File: config.mk
export PLATFORM = sky130hd
export DESIGN_NAME = mul_div_unit
export DESIGN_NICKNAME = d
export VERILOG_FILES = /design/src/rtl/alu_pkg.sv /design/src/rtl/mul_div_unit_addsub33.sv /design/src/rtl/mul_div_unit.sv
export SDC_FILE = /design/constraint.sdc
export NUM_CORES = 1
export LEC_CHECK = 0
export ABC_CLOCK_PERIOD_IN_PS = 13090
export CORE_MARGIN = 10
export CORE_UTILIZATION = 60
export CTS_CLUSTER_DIAMETER = 120
export DETAILED_ROUTE_END_ITERATION = 6
export GPL_TIMING_DRIVEN = 0
export PLACE_DENSITY = 0.83
export SLEW_MARGIN = 25
export SYNTH_ARGS = -nofsm -noshare
export SYNTH_HDL_FRONTEND = slang
export SYNTH_SLANG_ARGS = --single-unit
File: constraint.sdc
create_clock -name clock -period 13.09 [get_ports clock]
set_clock_uncertainty 0.15 [all_clocks]
set_input_delay 1.309 -clock clock [delete_from_list [all_inputs] [get_ports clock]]
set_output_delay 1.309 -clock clock [all_outputs]
set_load 0.1 [all_outputs]
File: src/rtl/alu_pkg.sv
// Opcodes and multiply/divide sequencer states shared by the ALU, the
// mul/div unit and the control sequencer.
package alu_pkg;

  localparam logic [4:0] OP_ADD  = 5'b00011;
  localparam logic [4:0] OP_SUB  = 5'b00100;
  localparam logic [4:0] OP_SHR  = 5'b00101;
  localparam logic [4:0] OP_SHRA = 5'b00110;
  localparam logic [4:0] OP_SHL  = 5'b00111;
  localparam logic [4:0] OP_ROR  = 5'b01000;
  localparam logic [4:0] OP_ROL  = 5'b01001;
  localparam logic [4:0] OP_AND  = 5'b01010;
  localparam logic [4:0] OP_OR   = 5'b01011;
  localparam logic [4:0] OP_MUL  = 5'b01111;
  localparam logic [4:0] OP_DIV  = 5'b10000;
  localparam logic [4:0] OP_NEG  = 5'b10001;
  localparam logic [4:0] OP_NOT  = 5'b10010;

  typedef enum logic [1:0] {
    MD_IDLE = 2'd0,
    MD_RUN  = 2'd1,
    MD_FIX  = 2'd2,
    MD_DONE = 2'd3
  } md_state_e;

  function automatic logic is_muldiv(input logic [4:0] op);
    return (op == OP_MUL) || (op == OP_DIV);
  endfunction

endpackage

File: src/rtl/mul_div_unit_addsub33.sv
// 33-bit adder/subtractor: y = a + b, or a - b when sub is set.
module addsub33 #(
  parameter int N = 33
) (
  input  logic [N-1:0] a_i,
  input  logic [N-1:0] b_i,
  input  logic         sub_i,
  output logic [N-1:0] y_o
);

  assign y_o = a_i + (b_i ^ {N{sub_i}}) + {{(N-1){1'b0}}, sub_i};

endmodule

File: src/rtl/mul_div_unit.sv
// Iterative signed multiply (radix-2 Booth) / divide (non-restoring on
// magnitudes), one bit per clock, two-cycle FIX phase, one-cycle done strobe.
module mul_div_unit
  import alu_pkg::*;
#(
  parameter int WIDTH = 32
) (
  input  logic             clock,
  input  logic             clear,
  input  logic             start,
  input  logic [4:0]       opcode,
  input  logic [WIDTH-1:0] A,
  input  logic [WIDTH-1:0] B,
  output logic             busy,
  output logic             done,
  output logic [WIDTH-1:0] hi,
  output logic [WIDTH-1:0] lo,
  output logic             div_by_zero
);

  localparam int CW = $clog2(WIDTH);

  md_state_e        state_q, state_d;
  logic [CW-1:0]    cnt_q, cnt_d;
  logic             fix_ph_q, fix_ph_d;
  logic             is_div_q, is_div_d;
  logic             sb_q, sb_d;
  logic             dz_q, dz_d;
  logic [WIDTH:0]   p_q, p_d;
  logic [WIDTH-1:0] q_q, q_d;
  logic             qm1_q, qm1_d;
  logic [WIDTH-1:0] m_q, m_d;
  logic [WIDTH-1:0] a_q, a_d;
  logic [WIDTH-1:0] hi_q, hi_d;
  logic [WIDTH-1:0] lo_q, lo_d;
  logic             dbz_q, dbz_d;

  logic [WIDTH:0]   add_a, add_b, sum;
  logic             add_sub;
  logic             accept;

  assign accept = start && is_muldiv(opcode) &&
                  ((state_q == MD_IDLE) || (state_q == MD_DONE));

  addsub33 #(.N(WIDTH + 1)) u_addsub (
    .a_i   (add_a),
    .b_i   (add_b),
    .sub_i (add_sub),
    .y_o   (sum)
  );

  always_ff @(posedge clock or posedge clear) begin
    if (clear) state_q <= MD_IDLE;
    else       state_q <= state_d;
  end

  always_comb begin
    state_d = state_q;
    unique case (state_q)
      MD_IDLE: if (accept) state_d = MD_RUN;
      MD_RUN:  if (cnt_q == '0) state_d = MD_FIX;
      MD_FIX:  if (fix_ph_q) state_d = MD_DONE;
      MD_DONE: state_d = accept ? MD_RUN : MD_IDLE;
      default: state_d = MD_IDLE;
    endcase
  end

  always_comb begin
    busy = (state_q == MD_RUN) || (state_q == MD_FIX);
    done = (state_q == MD_DONE);
  end

  // Single adder operand steering: Booth step, non-restoring step,
  // remainder restore (FIX phase 0), remainder negation (FIX phase 1).
  always_comb begin
    add_a   = '0;
    add_b   = '0;
    add_sub = 1'b0;
    if (state_q == MD_RUN) begin
      if (is_div_q) begin
        add_a   = {p_q[WIDTH-1:0], q_q[WIDTH-1]};
        add_b   = {1'b0, m_q};
        add_sub = ~p_q[WIDTH];
      end else begin
        add_a = p_q;
        unique case ({q_q[0], qm1_q})
          2'b01:   add_b = {m_q[WIDTH-1], m_q};
          2'b10: begin
            add_b   = {m_q[WIDTH-1], m_q};
            add_sub = 1'b1;
          end
          default: add_b = '0;
        endcase
      end
    end else if (state_q == MD_FIX) begin
      if (!fix_ph_q) begin
        add_a = p_q;
        add_b = {1'b0, m_q};
      end else begin
        add_b   = {1'b0, p_q[WIDTH-1:0]};
        add_sub = 1'b1;
      end
    end
  end

  always_comb begin
    cnt_d    = cnt_q;
    fix_ph_d = fix_ph_q;
    is_div_d = is_div_q;
    sb_d     = sb_q;
    dz_d     = dz_q;
    p_d      = p_q;
    q_d      = q_q;
    qm1_d    = qm1_q;
    m_d      = m_q;
    a_d      = a_q;
    hi_d     = hi_q;
    lo_d     = lo_q;
    dbz_d    = dbz_q;
    if (accept) begin
      is_div_d = (opcode == OP_DIV);
      sb_d     = B[WIDTH-1];
      dz_d     = (B == '0);
      a_d      = A;
      cnt_d    = CW'(WIDTH - 1);
      fix_ph_d = 1'b0;
      p_d      = '0;
      qm1_d    = 1'b0;
      if (opcode == OP_DIV) begin
        m_d = B[WIDTH-1] ? -B : B;
        q_d = A[WIDTH-1] ? -A : A;
      end else begin
        m_d = A;
        q_d = B;
      end
    end else begin
      unique case (state_q)
        MD_RUN: begin
          cnt_d = cnt_q - CW'(1);
          if (is_div_q) begin
            p_d = sum;
            q_d = {q_q[WIDTH-2:0], ~sum[WIDTH]};
          end else begin
            p_d   = {sum[WIDTH], sum[WIDTH:1]};
            q_d   = {sum[0], q_q[WIDTH-1:1]};
            qm1_d = q_q[0];
          end
        end
        MD_FIX: begin
          if (!fix_ph_q) begin
            fix_ph_d = 1'b1;
            if (is_div_q && p_q[WIDTH]) p_d = sum;
          end else if (!is_div_q) begin
            hi_d  = p_q[WIDTH-1:0];
            lo_d  = q_q;
            dbz_d = 1'b0;
          end else if (dz_q) begin
            hi_d  = a_q;
            lo_d  = '1;
            dbz_d = 1'b1;
          end else begin
            // Truncating division: remainder follows A, quotient sign is sign(A)^sign(B).
            hi_d  = a_q[WIDTH-1] ? sum[WIDTH-1:0] : p_q[WIDTH-1:0];
            lo_d  = (a_q[WIDTH-1] ^ sb_q) ? -q_q : q_q;
            dbz_d = 1'b0;
          end
        end
        default: ;
      endcase
    end
  end

  always_ff @(posedge clock or posedge clear) begin
    if (clear) begin
      cnt_q    <= '0;
      fix_ph_q <= 1'b0;
      is_div_q <= 1'b0;
      sb_q     <= 1'b0;
      dz_q     <= 1'b0;
      p_q      <= '0;
      q_q      <= '0;
      qm1_q    <= 1'b0;
      m_q      <= '0;
      a_q      <= '0;
      hi_q     <= '0;
      lo_q     <= '0;
      dbz_q    <= 1'b0;
    end else begin
      cnt_q    <= cnt_d;
      fix_ph_q <= fix_ph_d;
      is_div_q <= is_div_d;
      sb_q     <= sb_d;
      dz_q     <= dz_d;
      p_q      <= p_d;
      q_q      <= q_d;
      qm1_q    <= qm1_d;
      m_q      <= m_d;
      a_q      <= a_d;
      hi_q     <= hi_d;
      lo_q     <= lo_d;
      dbz_q    <= dbz_d;
    end
  end

  assign hi          = hi_q;
  assign lo          = lo_q;
  assign div_by_zero = dbz_q;

endmodule
==> metrics.txt, run 1 <==
via count=15.06k; cell count after synthesis=1766; clock buffer depth=3; min cycle time layout=6.848 ns; TritonCTS buffer count=24; clock slew at reported path FFs=0.06 ns; drt total wl=54730 µm; CP startpoint=state_q[1]; CTS tree=yes; hpwl dp=42140 µm; relative slew slack=27.44%; CP max FO=10; hold_buf cts=0; setup bufs post-CTS=0; WL/cell=24.14 µm; GR Overflow Total=0; area leader, netlist=dfrtp_1; Total Routing Usage GR=34.18%; Worst path slowest cell=o21ai_0; NumNets Final=2042; Setup TNS=0 ns; number of global-route vias before repair=14.65k; layout cells sized above 1=4.995%; CP cell instances=inv_1 -> ha_1 -> buf_2 -> clkbuf_1 -> o21ai_0 -> clkbuf_1 -> a22oi_1 -> xor2_1 -> ha_1 -> and3_1 -> a221oi_2 -> nor3_1 -> o2111ai_1 -> a31oi_1 -> a31oi_1 -> o221ai_1 -> a21oi_1 -> xnor2_1 -> a221o_1; global-route wire length before repair=83700 µm; max-slew violation count=0; Yosys Warn Count=0; CTS root buf=clkbuf_16; CP Data Required Time=13.35 ns; clk_lat worst skew=0.53 ns; ys async rst share=100.0%; fmax=146.0 MHz; Setup crit end=p_q[31]; Critical Path AT=7.11 ns; syn_nets=1881; cell area after synthesis=14640 µm²; Setup violations, final=0; GPL Wtd Cong=1.057; crit end category=flop; R2R Path Start=state_q[1]; Port Buf Inserts=133; share of Yosys cell area claimed by the top area cell type=35.21%; final hold violations=0; cell row count=57; kind of critical path=reg2reg; Least-Margin Pin Slew=1.084 ns; most used flip-flop cell after synthesis=dfrtp_1; Placeable Area=24180 µm²; Final period util=52.32%; Die Span X=176.2 µm; # DRC=0; # IOs=139; antenna viol nets, final=0; Via density=6.644; M1 GR Usage=43.71%; DIE AREA=31050 µm²; Die Ht=176.2 µm; post-synthesis register bit count=206; CP peak stage delay=0.87 ns; count leader, synth=nand2_1; RSZ-0062 raised after global routing=no; 1st-iter DRT viols=1767; status=finished clean; Hold Crit Class=reg2reg; CP Launch Type=flop; post-cts resize count=0; met3 usage=10.15%; Seq/Total Area, Yosys=35.21%; Clock H-tree levels=1; Hold Crit Depth=2; initial antenna violation count=1; GR met2 Demand/Resource=52.08%; number of flops mapped to enable cells by yosys=0; worst reg2reg setup slack=6.24 ns; Synth-to-Final Area Change=17.98%; Initial Util=60.55%; reg2reg end=p_q[31]; drt first pass iters=6; number of clock sinks=206; synth cell count leaders=314 x nand2_1, 206 x dfrtp_1, 178 x o21ai_0, 132 x nor2_1, 117 x clkbuf_1; syn avg cell area=8.289 µm²; pin count of the biggest net entering global routing=98; worst reg2reg path depth=19; GRT Max-Usage Layer=met2; synth top area cells=dfrtp_1 35%, nand2_1 8.1%, xor2_1 6.9%, o21ai_0 6.1%, a21oi_1 3.8%; max-cap viol count=0; Yosys cell types=85
-- cells by family (layout without fill, tap and decap cells) --
logic type | Yosys count | after routing | share of synthesized area (%)
buffers and inverters | 153 | 329 | 3.957
other | 0 | 1 | 0
AOI/OAI and AO/OA | 579 | 579 | 26.03
muxes | 63 | 63 | 4.581
DFF | 206 | 206 | 35.21
adders and majority gates | 43 | 43 | 3.726
and+or+nand+nor | 569 | 569 | 17.33
xor gates and xnor gates | 153 | 153 | 9.154
-- layout by cell type (no fill, tap or decap), types with 26 or more instances in the layout --
| master | n |
|---|---|
| clkbuf_1 | 120 |
| o31ai_1 | 26 |
| xnor2_1 | 38 |
| a22o_1 | 36 |
| a22oi_1 | 37 |
| o21ai_0 | 178 |
| xor2_1 | 115 |
| clkdlybuf4s50_1 | 133 |
| dfrtp_1 | 206 |
| nor2_1 | 132 |
| nand2_1 | 314 |
| mux2i_1 | 43 |
| ha_1 | 42 |
| o211ai_1 | 35 |
| a21o_1 | 30 |
| a21oi_1 | 110 |
-- critical path, delay by kind of cell (launching register included) --
| family | cells | cell delay, ns |
|---|---|---|
| buffers and inverters | 4 | 1.02 |
| adders and majority gates | 2 | 0.60 |
| xor gates and xnor gates | 2 | 0.39 |
| DFF | 1 | 0.43 |
| and+or+nand+nor | 2 | 0.84 |
| AOI/OAI and AO/OA | 9 | 3.31 |
-- metrics by stage --
stage	cell area (µm²)	std cells	setup WS [ns]	hold WS, ns	util [%]
6_report	17270	2267	6.242	0.3242	71.44
5_1_grt	17270	2266	6.087	0.3447	71.43
4_1_cts	17270	2266	6.592	0.3324	71.43
3_5_place_dp	16440	2225	6.621	0.3192	67.99
3_3_place_gp	16380	2223	3.446	0.3117	67.73
2_1_floorplan	14640	1766	6.007	0.2904	-
-- flip-flops by register name (all words and copies together) (netlist names) --
name / cells
is_div_q: 1
dz_q: 1
cnt_q: 5
p_q: 33
lo: 32
hi: 32
qm1_q: 1
sb_q: 1
m_q: 32
q_q: 32
fix_ph_q: 1
div_by_zero: 1
state_q: 2
a_q: 32
-- metal layers --
layer / vias to the layer above / part of all wire, %
met2: 978 / 43
met1: 7235 / 39
met4: 0 / 5.5
met5: - / 0
li1: 6645 / -
met3: 203 / 12
-- worst min-delay path by stage --
stage,from,end
after CTS,hi[0],hi[0]
after floorplan,a_q[24],a_q[24]
final,hi[0],hi[0]
after global routing,hi[8],hi[8]
after detailed placement,a_q[13],a_q[13]
after global placement,hi[0],hi[0]
-- area by class of cell --
cell class / count / area (µm²)
plain buffers: 133 / 504.2
multi-input cells: 1407 / 8905
fillers: 1949 / 6905
repair buffers: 135 / 1386
clock inverters: 4 / 70.07
diodes: 1 / 2.502
inverters: 20 / 82.58
clock buffers: 37 / 760.7
flip-flops and latches: 206 / 5155
well taps: 324 / 405.4
Power of run 1 is not shown: default switching activity piles up to over one toggle a cycle in this logic, so the estimate is an artifact.
==> run 2, diff against run 1 <==
--- a/config.mk
+++ b/config.mk
@@ -5,13 +5,13 @@
 export SDC_FILE = /design/constraint.sdc
 export NUM_CORES = 1
 export LEC_CHECK = 0
-export ABC_CLOCK_PERIOD_IN_PS = 13090
+export ABC_CLOCK_PERIOD_IN_PS = 5900
 export CORE_MARGIN = 10
-export CORE_UTILIZATION = 60
+export CORE_UTILIZATION = 53
 export CTS_CLUSTER_DIAMETER = 120
 export DETAILED_ROUTE_END_ITERATION = 6
 export GPL_TIMING_DRIVEN = 0
-export PLACE_DENSITY = 0.83
+export PLACE_DENSITY = 0.78
 export SLEW_MARGIN = 25
 export SYNTH_ARGS = -nofsm -noshare
 export SYNTH_HDL_FRONTEND = slang
==> constraint.sdc (replaced) <==
create_clock -name clock -period 5.9 [get_ports clock]
set_clock_uncertainty 0.15 [all_clocks]
set_input_delay 0.59 -clock clock [delete_from_list [all_inputs] [get_ports clock]]
set_output_delay 0.59 -clock clock [all_outputs]
set_load 0.1 [all_outputs]
==> metrics.txt, run 2 (synthesis results as in run 1) <==
Die Span X=186.2 µm (was 176.2 µm); hpwl dp=42340 µm (was 42140 µm); Hold Crit Class=in2async (was reg2reg); Least-Margin Pin Slew=1.075 ns (was 1.084 ns); CP Data Required Time=6.13 ns (was 13.35 ns); status=finished clean (unchanged); commonest cells after routing, fill and taps aside=314 x nand2_1, 206 x dfrtp_1, 177 x o21ai_0 (was 314 x nand2_1, 206 x dfrtp_1, 178 x o21ai_0); GR Overflow Total=0 (unchanged); WL/cell=23.39 µm (was 24.14 µm); Final period util=99.41% (was 52.32%); min cycle time layout=5.865 ns (was 6.848 ns); global-route wire length before repair=83230 µm (was 83700 µm); TritonCTS buffer count=25 (was 24); fin cells=2328 (was 2267); placed insts=2278 (was 2225); fillers=2322 (was 1949); most common cell after layout, fill and taps aside=nand2_1 (unchanged); # DRC=0 (unchanged); Clock H-tree levels=1 (unchanged); CP cell instances=inv_1 -> ha_1 -> buf_2 -> clkbuf_2 -> nand2_1 -> o21ai_1 -> clkbuf_2 -> a22oi_1 -> xor2_1 -> ha_1 -> a21o_1 -> a21o_1 -> a22o_1 -> o41ai_1 -> o211ai_1 -> nand4_1 -> nand2_1 -> a41oi_2 -> mux2i_1 -> o211ai_1 (was inv_1 -> ha_1 -> buf_2 -> clkbuf_1 -> o21ai_0 -> clkbuf_1 -> a22oi_1 -> xor2_1 -> ha_1 -> and3_1 -> a221oi_2 -> nor3_1 -> o2111ai_1 -> a31oi_1 -> a31oi_1 -> o221ai_1 -> a21oi_1 -> xnor2_1 -> a221o_1); clk_lat worst skew=0.54 ns (was 0.53 ns); Worst path slowest cell=o41ai_1 (was o21ai_0); clock slew at reported path FFs=0.06 ns (about the same); number of global-route vias before repair=14.28k (was 14.65k); cell row count=60 (was 57); Total Routing Usage GR=30.95% (was 34.18%); pin count of the biggest net entering global routing=33 (was 98); # IOs=139 (unchanged); Initial Util=54.02% (was 60.55%); Setup violations, final=0 (unchanged); CP max FO=10 (unchanged); max-slew violation count=0 (unchanged); CP Launch Type=flop (unchanged); 1st-iter DRT viols=2002 (was 1767); drt total wl=54460 µm (was 54730 µm); NumNets Final=2050 (was 2042); via count=14.86k (was 15.06k); antenna viol nets, final=0 (unchanged); family with the most delay on the worst path=compound AO/OA/AOI/OAI gates (unchanged); max-cap viol count=0 (unchanged); Port Buf Inserts=133 (unchanged); kind of critical path=reg2reg (unchanged); CTS root buf=clkbuf_16 (unchanged); Via density=6.384 (was 6.644); CP peak stage delay=0.49 ns (was 0.87 ns); crit end category=flop (unchanged); hold_buf cts=0 (unchanged); Placeable Area=27100 µm² (was 24180 µm²); number of clock sinks=206 (unchanged); max FFs per register=33 (unchanged); drt first pass iters=7 (was 6); fmax=170.5 MHz (was 146.0 MHz); DIE AREA=34670 µm² (was 31050 µm²); CTS tree=yes (unchanged); initial antenna violation count=2 (was 1); Die Ht=186.2 µm (was 176.2 µm); Top reg by flops=p_q (unchanged); Worst Path Buf+Inv=4 (unchanged); Synth-to-Final Area Change=19.80% (was 17.98%); relative slew slack=28.10% (was 27.44%); final hold violations=0 (unchanged); layout cells sized above 1=6.244% (was 4.995%); clock buffer depth=3 (unchanged); Critical Path AT=6.10 ns (was 7.11 ns); Final Util=64.71% (was 71.44%); GPL Wtd Cong=1.006 (was 1.057)
-- run 2: changes by cell type in the layout (fill, tap and decap cells not counted), sizes merged --
cell,delta
diode,+1
clkbuf,-2
clkinv,+3
buf,+8
bufinv,+2
clkinvlp,+1
-- run 2: worst paths after layout --
path,startpoint,endpoint,slack [ns],cells past startpoint
worst max-delay path,state_q[1],p_q[30],0.03,20
max in group asynchronous,clear,a_q[22],4.43,5
min in group clock,A[6],a_q[6],0.27,3
worst min register to register,hi[1],hi[1],0.33,2
worst min-delay path,clear,cnt_q[3],0.22,2
worst max register to register,state_q[1],p_q[30],0.03,20
-- run 2: layout make-up --
cell class                 instances  area [µm²]  share of cell area (%)
multi-input combinational       1407        8949                   51.02
sequential                       206        5155                   29.39
timing repair buffer             142        1486                   8.475
buffer                           133       518.0                   2.954
tap                              372       465.4                   2.654
clock inverter                    10       153.9                  0.8775
antenna                            2       5.005                 0.02854
clock buffer                      36       726.9                   4.145
inverter                          20       78.83                  0.4495
-- run 2: worst reg2reg max path: stages (launching register included) --
cell	delay [ns]
dfrtp_1	0.44
inv_1	0.12
ha_1	0.16
buf_2	0.25
clkbuf_2	0.32
nand2_1	0.15
o21ai_1	0.28
clkbuf_2	0.35
a22oi_1	0.13
xor2_1	0.29
ha_1	0.35
a21o_1	0.23
a21o_1	0.19
a22o_1	0.19
o41ai_1	0.49
o211ai_1	0.33
nand4_1	0.30
nand2_1	0.16
a41oi_2	0.41
mux2i_1	0.30
o211ai_1	0.12
-- run 2: what timing repair did --
item,CTS,global route
setup endpoints to repair,10,13
resized for setup,6,19
buffers inserted,0,2
hold endpoints to repair,0,0
-- run 2: stage by stage --
stage                     setup TNS (ns)  area [µm²]  setup WS [ns]  hold slack (ns)
after floorplan                        0       14640          1.168           0.2904
after global placement           -0.8112       16440        -0.2076           0.3133
after detailed placement          -1.292       16580        -0.2894           0.3199
after CTS                              0       17470        0.04987           0.2178
after global routing            -0.02214       17540       -0.02214           0.2446
final                                  0       17540        0.03463           0.2166
-- run 2: layer usage --
metal  global-route usage (%)  wire, µm  vias to the layer above
met3                    7.198      6098                      157
met1                    40.68     21820                     7128
li1                         -         -                     6679
met5                        0         0                        -
met4                    12.22      2354                        0
met2                    48.43     24190                      899
Power of run 2 is left out for the same reason.
==> run 3, diff against run 2 <==
--- a/config.mk
+++ b/config.mk
@@ -6,13 +6,14 @@
 export NUM_CORES = 1
 export LEC_CHECK = 0
 export ABC_CLOCK_PERIOD_IN_PS = 5900
+export CAP_MARGIN = 20
 export CORE_MARGIN = 10
 export CORE_UTILIZATION = 53
 export CTS_CLUSTER_DIAMETER = 120
 export DETAILED_ROUTE_END_ITERATION = 6
+export GPL_ROUTABILITY_DRIVEN = 0
 export GPL_TIMING_DRIVEN = 0
 export PLACE_DENSITY = 0.78
-export SLEW_MARGIN = 25
 export SYNTH_ARGS = -nofsm -noshare
 export SYNTH_HDL_FRONTEND = slang
 export SYNTH_SLANG_ARGS = --single-unit
==> metrics.txt, run 3 (synthesis results as in run 1) <==
most common cell after layout, fill and taps aside=nand2_1 (unchanged); setup bufs post-CTS=0 (unchanged); worst reg2reg path depth=18 (was 20); Worst path slowest cell=clkbuf_1 (was o41ai_1); Initial Util=54.02% (unchanged); Least-Margin Pin Slew=1.293 ns (was 1.075 ns); # IOs=139 (unchanged); status=finished, violations left (was finished clean); placed insts=2276 (was 2278); fillers=2260 (was 2322); max-slew violation count=0 (unchanged); Critical Path AT=5.96 ns (was 6.10 ns); WL/cell=22.44 µm (was 23.39 µm); global-route wire length before repair=80510 µm (was 83230 µm); relative slew slack=13.47% (was 28.10%); area post-placement=16550 µm² (was 16580 µm²); RSZ-0062 raised after global routing=yes; pre-CTS WS=-0.1912 ns (was -0.2894 ns); cell row count=60 (unchanged); crit end category=flop (unchanged); CP peak stage delay=0.61 ns (was 0.49 ns); HP Start=A[6]; # DRC=6 (was 0); via count=15.03k (was 14.86k); fin cells=2317 (was 2328); worst reg2reg setup slack=0.17 ns (was 0.03 ns); TritonCTS buffer count=23 (was 25); reg2reg end=p_q[30] (unchanged); Hold Crit Depth=3; layout cells sized above 1=5.558% (was 6.244%); Setup WS post-layout=0.1714 ns (was 0.03463 ns); violated checks=design-rule violations; Placeable Area=27100 µm² (unchanged); min cycle time layout=5.729 ns (was 5.865 ns); antenna viol nets, final=0 (unchanged); M1 GR Usage=38.13% (was 40.68%); Setup violations, final=0 (unchanged); GR met2 Demand/Resource=45.21% (was 48.43%); CP cell instances=inv_1 -> ha_1 -> buf_2 -> and3b_1 -> a31oi_4 -> clkbuf_1 -> xor2_1 -> ha_1 -> a21o_1 -> a21o_1 -> a22o_1 -> o41ai_1 -> o211ai_1 -> nand4_1 -> nand2_1 -> a41oi_2 -> mux2i_1 -> o211ai_1 (was inv_1 -> ha_1 -> buf_2 -> clkbuf_2 -> nand2_1 -> o21ai_1 -> clkbuf_2 -> a22oi_1 -> xor2_1 -> ha_1 -> a21o_1 -> a21o_1 -> a22o_1 -> o41ai_1 -> o211ai_1 -> nand4_1 -> nand2_1 -> a41oi_2 -> mux2i_1 -> o211ai_1); commonest cells after routing, fill and taps aside=314 x nand2_1, 206 x dfrtp_1, 177 x o21ai_0 (unchanged); final hold violations=0 (unchanged); hpwl dp=39970 µm (was 42340 µm); Synth-to-Final Area Change=18.44% (was 19.80%); pin count of the biggest net entering global routing=43 (was 33); Top reg by flops=p_q (unchanged); CP Data Required Time=6.13 ns (about the same); Final period util=97.10% (was 99.41%); CTS tree=yes (unchanged); Finished Cell Area=17340 µm² (was 17540 µm²); drt total wl=52000 µm (was 54460 µm); Die Span X=186.2 µm (unchanged); fmax=174.6 MHz (was 170.5 MHz); CP Launch Type=flop (unchanged); max-cap viol count=0 (unchanged); Clock H-tree levels=1 (unchanged); kind of critical path=reg2reg (unchanged); clk_lat worst skew=0.53 ns (was 0.54 ns); GR Overflow Total=0 (unchanged); max FFs per register=33 (unchanged); number of clock sinks=206 (unchanged); 1st-iter DRT viols=2328 (was 2002); Hold Path Sink=a_q[6]; R2R Path Start=state_q[1] (unchanged); initial antenna violation count=2 (unchanged); Hold Crit Class=in2reg (was in2async); Port Buf Inserts=133 (unchanged); Via density=6.489 (was 6.384); met3 usage=8.595% (was 7.198%); clock slew at reported path FFs=0.07 ns (was 0.06 ns); number of global-route vias before repair=14.57k (was 14.28k); Final Util=63.98% (was 64.71%); NumNets Final=2044 (was 2050); Total Routing Usage GR=29.55% (was 30.95%); CTS root buf=clkbuf_16 (unchanged); GRT Max-Usage Layer=met2 (unchanged); DIE AREA=34670 µm² (unchanged); Die Ht=186.2 µm (unchanged); drt first pass iters=7 (unchanged); clock buffer depth=3 (unchanged); CP max FO=10 (unchanged)
[run 3: cell types whose count changed in the layout (fill, tap and decap cells not counted), sizes merged]
cell / previous run / this run
buf: 26 / 20
bufinv: 4 / 2
clkbuf: 152 / 150
clkinv: 5 / 3
clkinvlp: 1 / 2
[run 3: final cells by class]
type	count	area, µm²	area share [%]
Clock buffer	32	639.4	3.687
Timing Repair Buffer	138	1439	8.298
Antenna cell	2	5.005	0.02886
Clock inverter	7	91.34	0.5268
Tap cell	372	465.4	2.684
Sequential cell	206	5155	29.73
Multi-Input combinational cell	1407	8950	51.62
Inverter	20	78.83	0.4546
Buffer	133	515.5	2.973
[run 3: how the worst max path moves through the flow]
| stage | startpoint | to | slack (ns) | depth (start not counted) |
|---|---|---|---|---|
| 6_report | state_q[1] | p_q[30] | 0.17 | 18 |
| 5_1_grt | state_q[1] | hi[26] | -0.004 | 18 |
| 4_1_cts | state_q[1] | hi[26] | 0.04 | 19 |
| 3_5_place_dp | state_q[1] | hi[26] | -0.19 | 20 |
| 3_3_place_gp | state_q[1] | hi[26] | -0.1 | 20 |
| 2_1_floorplan | state_q[1] | p_q[31] | 1.17 | 18 |
[run 3: through the flow]
stage | hold slack, ns | TNS (ns)
after global placement | 0.3130 | -0.1624
after global routing | 0.3192 | -0.004479
after detailed placement | 0.3199 | -0.5410
after CTS | 0.2689 | 0
final | 0.2775 | 0
after floorplan | 0.2904 | 0
[run 3: worst max-delay path, delay by kind of cell, from the launching register on]
| kind | cells | cell delay [ns] |
|---|---|---|
| xor gates and xnor gates | 1 | 0.27 |
| and+or+nand+nor | 3 | 0.67 |
| AOI/OAI and AO/OA | 8 | 2.33 |
| DFF | 1 | 0.44 |
| adders and majority gates | 2 | 0.47 |
| muxes | 1 | 0.29 |
| buffers and inverters | 3 | 0.97 |
[run 3: routing by layer]
metal,vias to the layer above,routed length (µm)
met2,1068,22380
met5,-,0
met4,0,2650
met3,208,6974
met1,7100,20000
li1,6658,-
[run 3: repair_timing]
action	4_1_cts	5_1_grt
setup endpoints to repair	6	13
resized for setup	3	18
pin swaps	0	0
hold buffers	0	0
hold endpoints to repair	0	0
Power of run 3 is left out for the same reason.
